===== config.mk =====
export PLATFORM = sky130hd
export DESIGN_NAME = instr_encoder
export DESIGN_NICKNAME = d
export VERILOG_FILES = /design/src/rtl/instr_encoder.sv
export SDC_FILE = /design/constraint.sdc
export NUM_CORES = 1
export LEC_CHECK = 0
export BUFFER_PORTS_ARGS = -buffer_cell sky130_fd_sc_hd__buf_2
export CELL_PAD_IN_SITES_DETAIL_PLACEMENT = 1
export CELL_PAD_IN_SITES_GLOBAL_PLACEMENT = 2
export CORE_ASPECT_RATIO = 0.75
export CORE_MARGIN = 3
export CORE_UTILIZATION = 33
export CTS_BUF_LIST = sky130_fd_sc_hd__clkbuf_16
export CTS_CLUSTER_DIAMETER = 30
export DETAILED_ROUTE_END_ITERATION = 16
export MAX_ROUTING_LAYER = met4
export PLACE_DENSITY = 0.95
export SLEW_MARGIN = 20
export SYNTH_ARGS = -nofsm -noshare
export SYNTH_HDL_FRONTEND = slang
export SYNTH_SLANG_ARGS = --single-unit

===== constraint.sdc =====
create_clock -name clk -period 3 [get_ports clk]
set_input_delay 0.3 -clock clk [delete_from_list [all_inputs] [get_ports clk]]
set_output_delay 0.3 -clock clk [all_outputs]
set_load 0.01 [all_outputs]

===== src/rtl/instr_encoder.sv =====
// instr_encoder: expands host block commands into the 64-bit instruction
// stream sampled every clock by the instruction-decode controller.
// Word layout: [63:59] opcode, [58:43] address, [42:27] data, [26:0] zero.
// Optional build macro ENC_NOP_GAP_EN inserts one NOP cycle (GAP state)
// after every issued instruction except the last one of a command.
//
// Handshakes: a command transfers on an edge where cmd_valid && cmd_ready;
// a payload word transfers on an edge where data_valid && data_ready.
// cmd_ready depends only on FSM state and data_ready depends only on FSM
// state and the latched op, so neither has a combinational path from the
// corresponding valid input.
module instr_encoder #(
    parameter int ADDR_W     = 16,
    parameter int DATA_W     = 16,
    parameter int CNT_W      = 16,
    parameter int OUT_ADDR_W = 4
) (
    input  logic              clk,
    input  logic              rst,
    input  logic              cmd_valid,
    output logic              cmd_ready,
    input  logic [2:0]        cmd_op,
    input  logic [ADDR_W-1:0] cmd_base_addr,
    input  logic [CNT_W-1:0]  cmd_count,
    input  logic              data_valid,
    output logic              data_ready,
    input  logic [DATA_W-1:0] data_in,
    output logic [63:0]       instruction,
    output logic              busy,
    output logic              done,
    output logic [1:0]        dbg_state_o
);

    localparam int SUM_W = (ADDR_W > CNT_W) ? ADDR_W : CNT_W;
    localparam int PAD_W = 64 - 5 - ADDR_W - DATA_W;

`ifdef ENC_NOP_GAP_EN
    typedef enum logic [1:0] {S_IDLE = 2'd0, S_ISSUE = 2'd1, S_GAP = 2'd2} state_t;
`else
    typedef enum logic [1:0] {S_IDLE = 2'd0, S_ISSUE = 2'd1} state_t;
`endif

    state_t              state_q, state_d;
    logic [2:0]          op_q, op_d;
    logic [ADDR_W-1:0]   base_q, base_d;
    logic [CNT_W-1:0]    rem_q, rem_d;      // instructions still to issue
    logic [CNT_W-1:0]    idx_q, idx_d;      // index of next instruction
    logic [63:0]         instr_q, instr_d;
    logic                done_q, done_d;

    logic                is_load;
    logic                slot;
    logic [4:0]          opcode;
    logic [SUM_W-1:0]    mem_sum;
    logic [OUT_ADDR_W-1:0] out_addr;
    logic [ADDR_W-1:0]   addr_field;
    logic [DATA_W-1:0]   data_field;
    logic [63:0]         word;

    assign is_load = (op_q == 3'd0) || (op_q == 3'd1);
    // A load instruction can only issue when its payload word is present.
    assign slot    = (state_q == S_ISSUE) && (!is_load || data_valid);

    // Map the latched command op onto the controller opcode.
    always_comb begin
        opcode = 5'b00000;
        case (op_q)
            3'd0:    opcode = 5'b00100;
            3'd1:    opcode = 5'b00101;
            3'd2:    opcode = 5'b00010;
            3'd3:    opcode = 5'b00001;
            3'd4:    opcode = 5'b00011;
            3'd5:    opcode = 5'b00110;
            default: opcode = 5'b00000;
        endcase
    end

    // Memory ops wrap over the full address field; output-buffer ops wrap
    // inside the small output-buffer address space.
    assign mem_sum    = SUM_W'(base_q) + SUM_W'(idx_q);
    assign out_addr   = base_q[OUT_ADDR_W-1:0] + idx_q[OUT_ADDR_W-1:0];
    assign addr_field = (op_q >= 3'd4) ? ADDR_W'(out_addr) : mem_sum[ADDR_W-1:0];
    assign data_field = is_load ? data_in : '0;
    assign word       = {opcode, addr_field, data_field, {PAD_W{1'b0}}};

    // Next-state logic: instruction defaults to NOP every cycle because the
    // controller cannot stall; done is a single-cycle pulse.
    always_comb begin
        state_d = state_q;
        op_d    = op_q;
        base_d  = base_q;
        rem_d   = rem_q;
        idx_d   = idx_q;
        instr_d = '0;
        done_d  = 1'b0;
        case (state_q)
            S_IDLE: begin
                if (cmd_valid) begin
                    op_d   = cmd_op;
                    base_d = cmd_base_addr;
                    rem_d  = cmd_count;
                    idx_d  = '0;
                    if ((cmd_count == '0) || (cmd_op > 3'd5)) begin
                        done_d = 1'b1;
                    end else begin
                        state_d = S_ISSUE;
                    end
                end
            end
            S_ISSUE: begin
                if (slot) begin
                    instr_d = word;
                    idx_d   = idx_q + 1'b1;
                    rem_d   = rem_q - 1'b1;
                    if (rem_q == CNT_W'(1)) begin
                        state_d = S_IDLE;
                        done_d  = 1'b1;
                    end else begin
`ifdef ENC_NOP_GAP_EN
                        state_d = S_GAP;
`else
                        state_d = S_ISSUE;
`endif
                    end
                end
            end
`ifdef ENC_NOP_GAP_EN
            S_GAP: begin
                state_d = S_ISSUE;
            end
`endif
            default: begin
                state_d = S_IDLE;
            end
        endcase
    end

    // State and datapath registers with synchronous reset.
    always_ff @(posedge clk) begin
        if (rst) begin
            state_q <= S_IDLE;
            op_q    <= '0;
            base_q  <= '0;
            rem_q   <= '0;
            idx_q   <= '0;
            instr_q <= '0;
            done_q  <= 1'b0;
        end else begin
            state_q <= state_d;
            op_q    <= op_d;
            base_q  <= base_d;
            rem_q   <= rem_d;
            idx_q   <= idx_d;
            instr_q <= instr_d;
            done_q  <= done_d;
        end
    end

    assign cmd_ready   = (state_q == S_IDLE);
    assign busy        = (state_q != S_IDLE);
    assign data_ready  = (state_q == S_ISSUE) && is_load;
    assign instruction = instr_q;
    assign done        = done_q;
    assign dbg_state_o = state_q;

endmodule


==> flow_summary_export.csv <==
group,metric,value,unit
critical_path,worst_path_max_delay_cell,"fa_1",
pwr,p_int,2.098,mW
worst_hold_path,hold_path_class,"in -> reg",
timing,setup_tns,0,ns
pwr,p_sw,790.3,uW
final_layout,multi_input_area,2494,um^2
logic_synthesis,synth_top_area_frac,0.3883,
pwr,ir_drop,0.3406,mV
timing,slew_violations,0,
clock_network,clockBufferDepth,2,
floorplan,io_pins,125,
clock_network,cts_tree,"built",
grt,grt_max_degree,30,
status,status,"complete, no violations",
floorplan,core_area,13200,um^2
critical_path,endpoint_kind,"flip-flop",
clock_network,htreeDepth,3,
detailed_routing,ant_nets,0,
detailed_routing,vias,4117,
detailed_routing,detail_route.wirelength,13380,um
pwr,p_sw_frac,0.2737,
timing,hold_viol,0,
timing,rsz0062_at_grt,"no",
logic_synthesis,syn-cell-area,4537,um^2
place,port_buffers,94,
critical_path,cp_max_fo,7,
detailed_routing,avgRoutedWirePerCell,16.77,um
final_layout,nFillCells,1608,
timing,clock_skew,0.01094,ns
logic_synthesis,synth_ff_type,"dfxtp_1",
logic_synthesis,synth_cell_type_count,61,
logic_synthesis,syn_inst,538,
place,globalplace.congestion,0.8659,
clock_network,cts_root_buffer,"clkbuf_16",
final_layout,fin_nets,696,
clock_network,numCtsBuffers,9,
clock_network,cts_setup_buffers,0,
detailed_routing,drt_pre_antenna_iters,6,
pwr,pwr-share-seq,0.441,
detailed_routing,vias_per_cell,5.159,
clock_network,ctsResizeCount,0,
clock_network,clock-sinks,88,
final_layout,final_cell_count_no_fill,798,
pwr,power.density,540.4,nW/um^2
logic_synthesis,synth_warnings,0,
floorplan,fp.dieH,107.5,um
pwr,pwr-share-comb,0.139,
logic_synthesis,yosysSeqAreaShare,0.3883,
logic_synthesis,async_reset_ff_frac,0,
grt,gr-total-overflow,0,
grt,track_usage,0.1835,
timing,max_freq,0.4251,GHz
logic_synthesis,synth_edf_count,0,
logic_synthesis,avgSynthCellArea,8.433,um^2
pwr,clkPwrFrac,0.420,
critical_path,crit_path_max_incr_delay,0.43,ns
timing,setup_viol,0,
clock_network,clock_latency,0.34,ns
job,cap_viol_max_count,0,
grt,grt_pass1_wl,21940,um
timing,fin_crit_sh,0.7841,
place,dp.cells,782,
timing,period_needed,2.352,ns
logic_synthesis,synth.most_common_cell,"dfxtp_1",
critical_path,crit_path_cell_trace,"ha_1 > fa_1 > a21o_1 > a311oi_2 > nor3_1 > o41ai_2 > mux2i_1",
final_layout,drive_above_1_share,0.2057,
floorplan,row_count,36,
floorplan,die_x,141.4,um
logic_synthesis,synth_seq_cells,88,
final_layout,syn_to_final_growth,17.79,%
pwr,leakagePower,2.265,nW
grt,antenna_found_initial,0,
timing,relSlewSlack,0.5141,
timing,worst_pin_slew,0.7248,ns
logic_synthesis,synth_common_cells,"dfxtp_1, nand2_1, nor2_1",
floorplan,die_area,15210,um^2
detailed_routing,drc_errors,0,
detailed_routing,drtIter0Drc,194,
clock_network,path_clk_slew,0.07,ns
critical_path,startpoint_type,"flip-flop",
critical_path,criticalPathCategory,"reg -> reg",
logic_synthesis,yosysTopAreaCell,"dfxtp_1",
logic_synthesis,yosys-top-cells-area,"dfxtp_1, buf_4, nand2_1",
place,dpl.hpwl,10160,um
floorplan,start_util,0.3438,
clock_network,hold_buffers,0,
final_layout,regArea,1762,um^2
final_layout,antenna_cells,0,
grt,first_global_vias,4383,
critical_path,critPathArrivalTime,2.62,ns
critical_path,cp.required,3.27,ns
[cell type report]
class                           count  share of cell area
Multi-Input combinational cell    413              0.4666
Clock inverter                      7             0.01803
Timing Repair Buffer              100             0.09646
Sequential cell                    88              0.3297
Tap cell                          171             0.04004
Inverter                           10            0.007024
Clock buffer                        9             0.04214
[path summary, 6_finish.rpt]
path | startpoint | endpoint | slack [ns] | cells after the start
worst max-delay path | idx_q[0]$_SDFFE_PP0P_ | instruction[55]$_SDFF_PP0_ | 0.65 | 7
worst min-delay path | data_in[8] | instruction[35]$_SDFF_PP0_ | 0.15 | 2
worst max register to register | idx_q[0]$_SDFFE_PP0P_ | instruction[55]$_SDFF_PP0_ | 0.65 | 7
worst min register to register | base_q[14]$_SDFFE_PP0P_ | base_q[14]$_SDFFE_PP0P_ | 0.46 | 2
[flip-flops by register name (all words and copies together) (netlist names)]
name and count:
instruction 35, base_q 16, idx_q 16, rem_q 16
op_q 3, dbg_state_o 1, done 1
[worst max-delay path: cells and delay by family, from the launching register on]
kind            cells  cell delay, ns
compound gates      3            0.84
fa+ha+maj           2            0.68
flops               1            0.37
mux                 1            0.23
simple gates        1            0.17
[through the flow]
| step | worst slack (ns) | utilization | hold slack (ns) | power [mW] | area, um^2 |
|---|---|---|---|---|---|
| 2_1_floorplan | 0.9200 | - | 0.4217 | 1.590 | 4646 |
| 3_3_place_gp | 0.7557 | 0.3805 | 0.4548 | 1.676 | 5022 |
| 3_5_place_dp | 0.6843 | 0.3805 | 0.4581 | 1.696 | 5022 |
| 4_1_cts | 0.6602 | 0.4049 | 0.1431 | 2.916 | 5344 |
| 5_1_grt | 0.4913 | 0.4049 | 0.1477 | 3.020 | 5344 |
| 6_report | 0.6476 | 0.4049 | 0.1527 | 2.888 | 5344 |
[power groups by stage]
stage	registers, mW	clock network [mW]	logic (mW)
4_1_cts	1.27	1.24	0.401
2_1_floorplan	1.28	0	0.308
5_1_grt	1.28	1.29	0.453
6_report	1.27	1.21	0.401
3_5_place_dp	1.30	0	0.397
3_3_place_gp	1.29	0	0.382
[logic make-up (layout without fill, tap and decap cells)]
group	after synthesis	after routing	synth area share
compound gates	106	106	0.1542
xor+xnor	24	24	0.04633
fa+ha+maj	19	19	0.05406
flops	88	88	0.3883
simple gates	224	224	0.2477
other cells	1	30	0.0008266
buf+inv	66	126	0.08660
mux	10	10	0.02206
[layer usage]
layer | track usage | vias up | wire length (um)
met5 | - | - | 0
met4 | 0.03630 | 0 | 43
met3 | 0.04574 | 6 | 791
met2 | 0.2872 | 115 | 5969
met1 | 0.2435 | 2014 | 6574
li1 | - | 1982 | -
[layout by cell type, fill, tap and decap left out, drive strengths merged, types with 2 or more instances in the layout]
master | netlist | routed
a211oi | 8 | 8
a21o | 8 | 8
a21oi | 48 | 48
a311oi | 2 | 2
a32oi | 2 | 2
and2 | 17 | 17
and3 | 5 | 5
buf | 42 | 100
bufinv | 0 | 2
clkbuf | 14 | 9
clkinv | 0 | 3
clkinvlp | 0 | 2
conb | 1 | 30
dfxtp | 88 | 88
ha | 18 | 18
inv | 10 | 10
mux2i | 10 | 10
nand2 | 65 | 65
nand2b | 6 | 6
nand3 | 15 | 15
nand4 | 8 | 8
nand4b | 2 | 2
nor2 | 53 | 53
nor2b | 6 | 6
nor3 | 23 | 23
nor4 | 8 | 8
o2111ai | 2 | 2
o211ai | 4 | 4
o21a | 2 | 2
o21ai | 15 | 15
o22ai | 2 | 2
or2 | 3 | 3
or3 | 7 | 7
or4 | 2 | 2
xnor2 | 15 | 15
xor2 | 9 | 9
No activity file was read; power rests on OpenSTA's default activity.
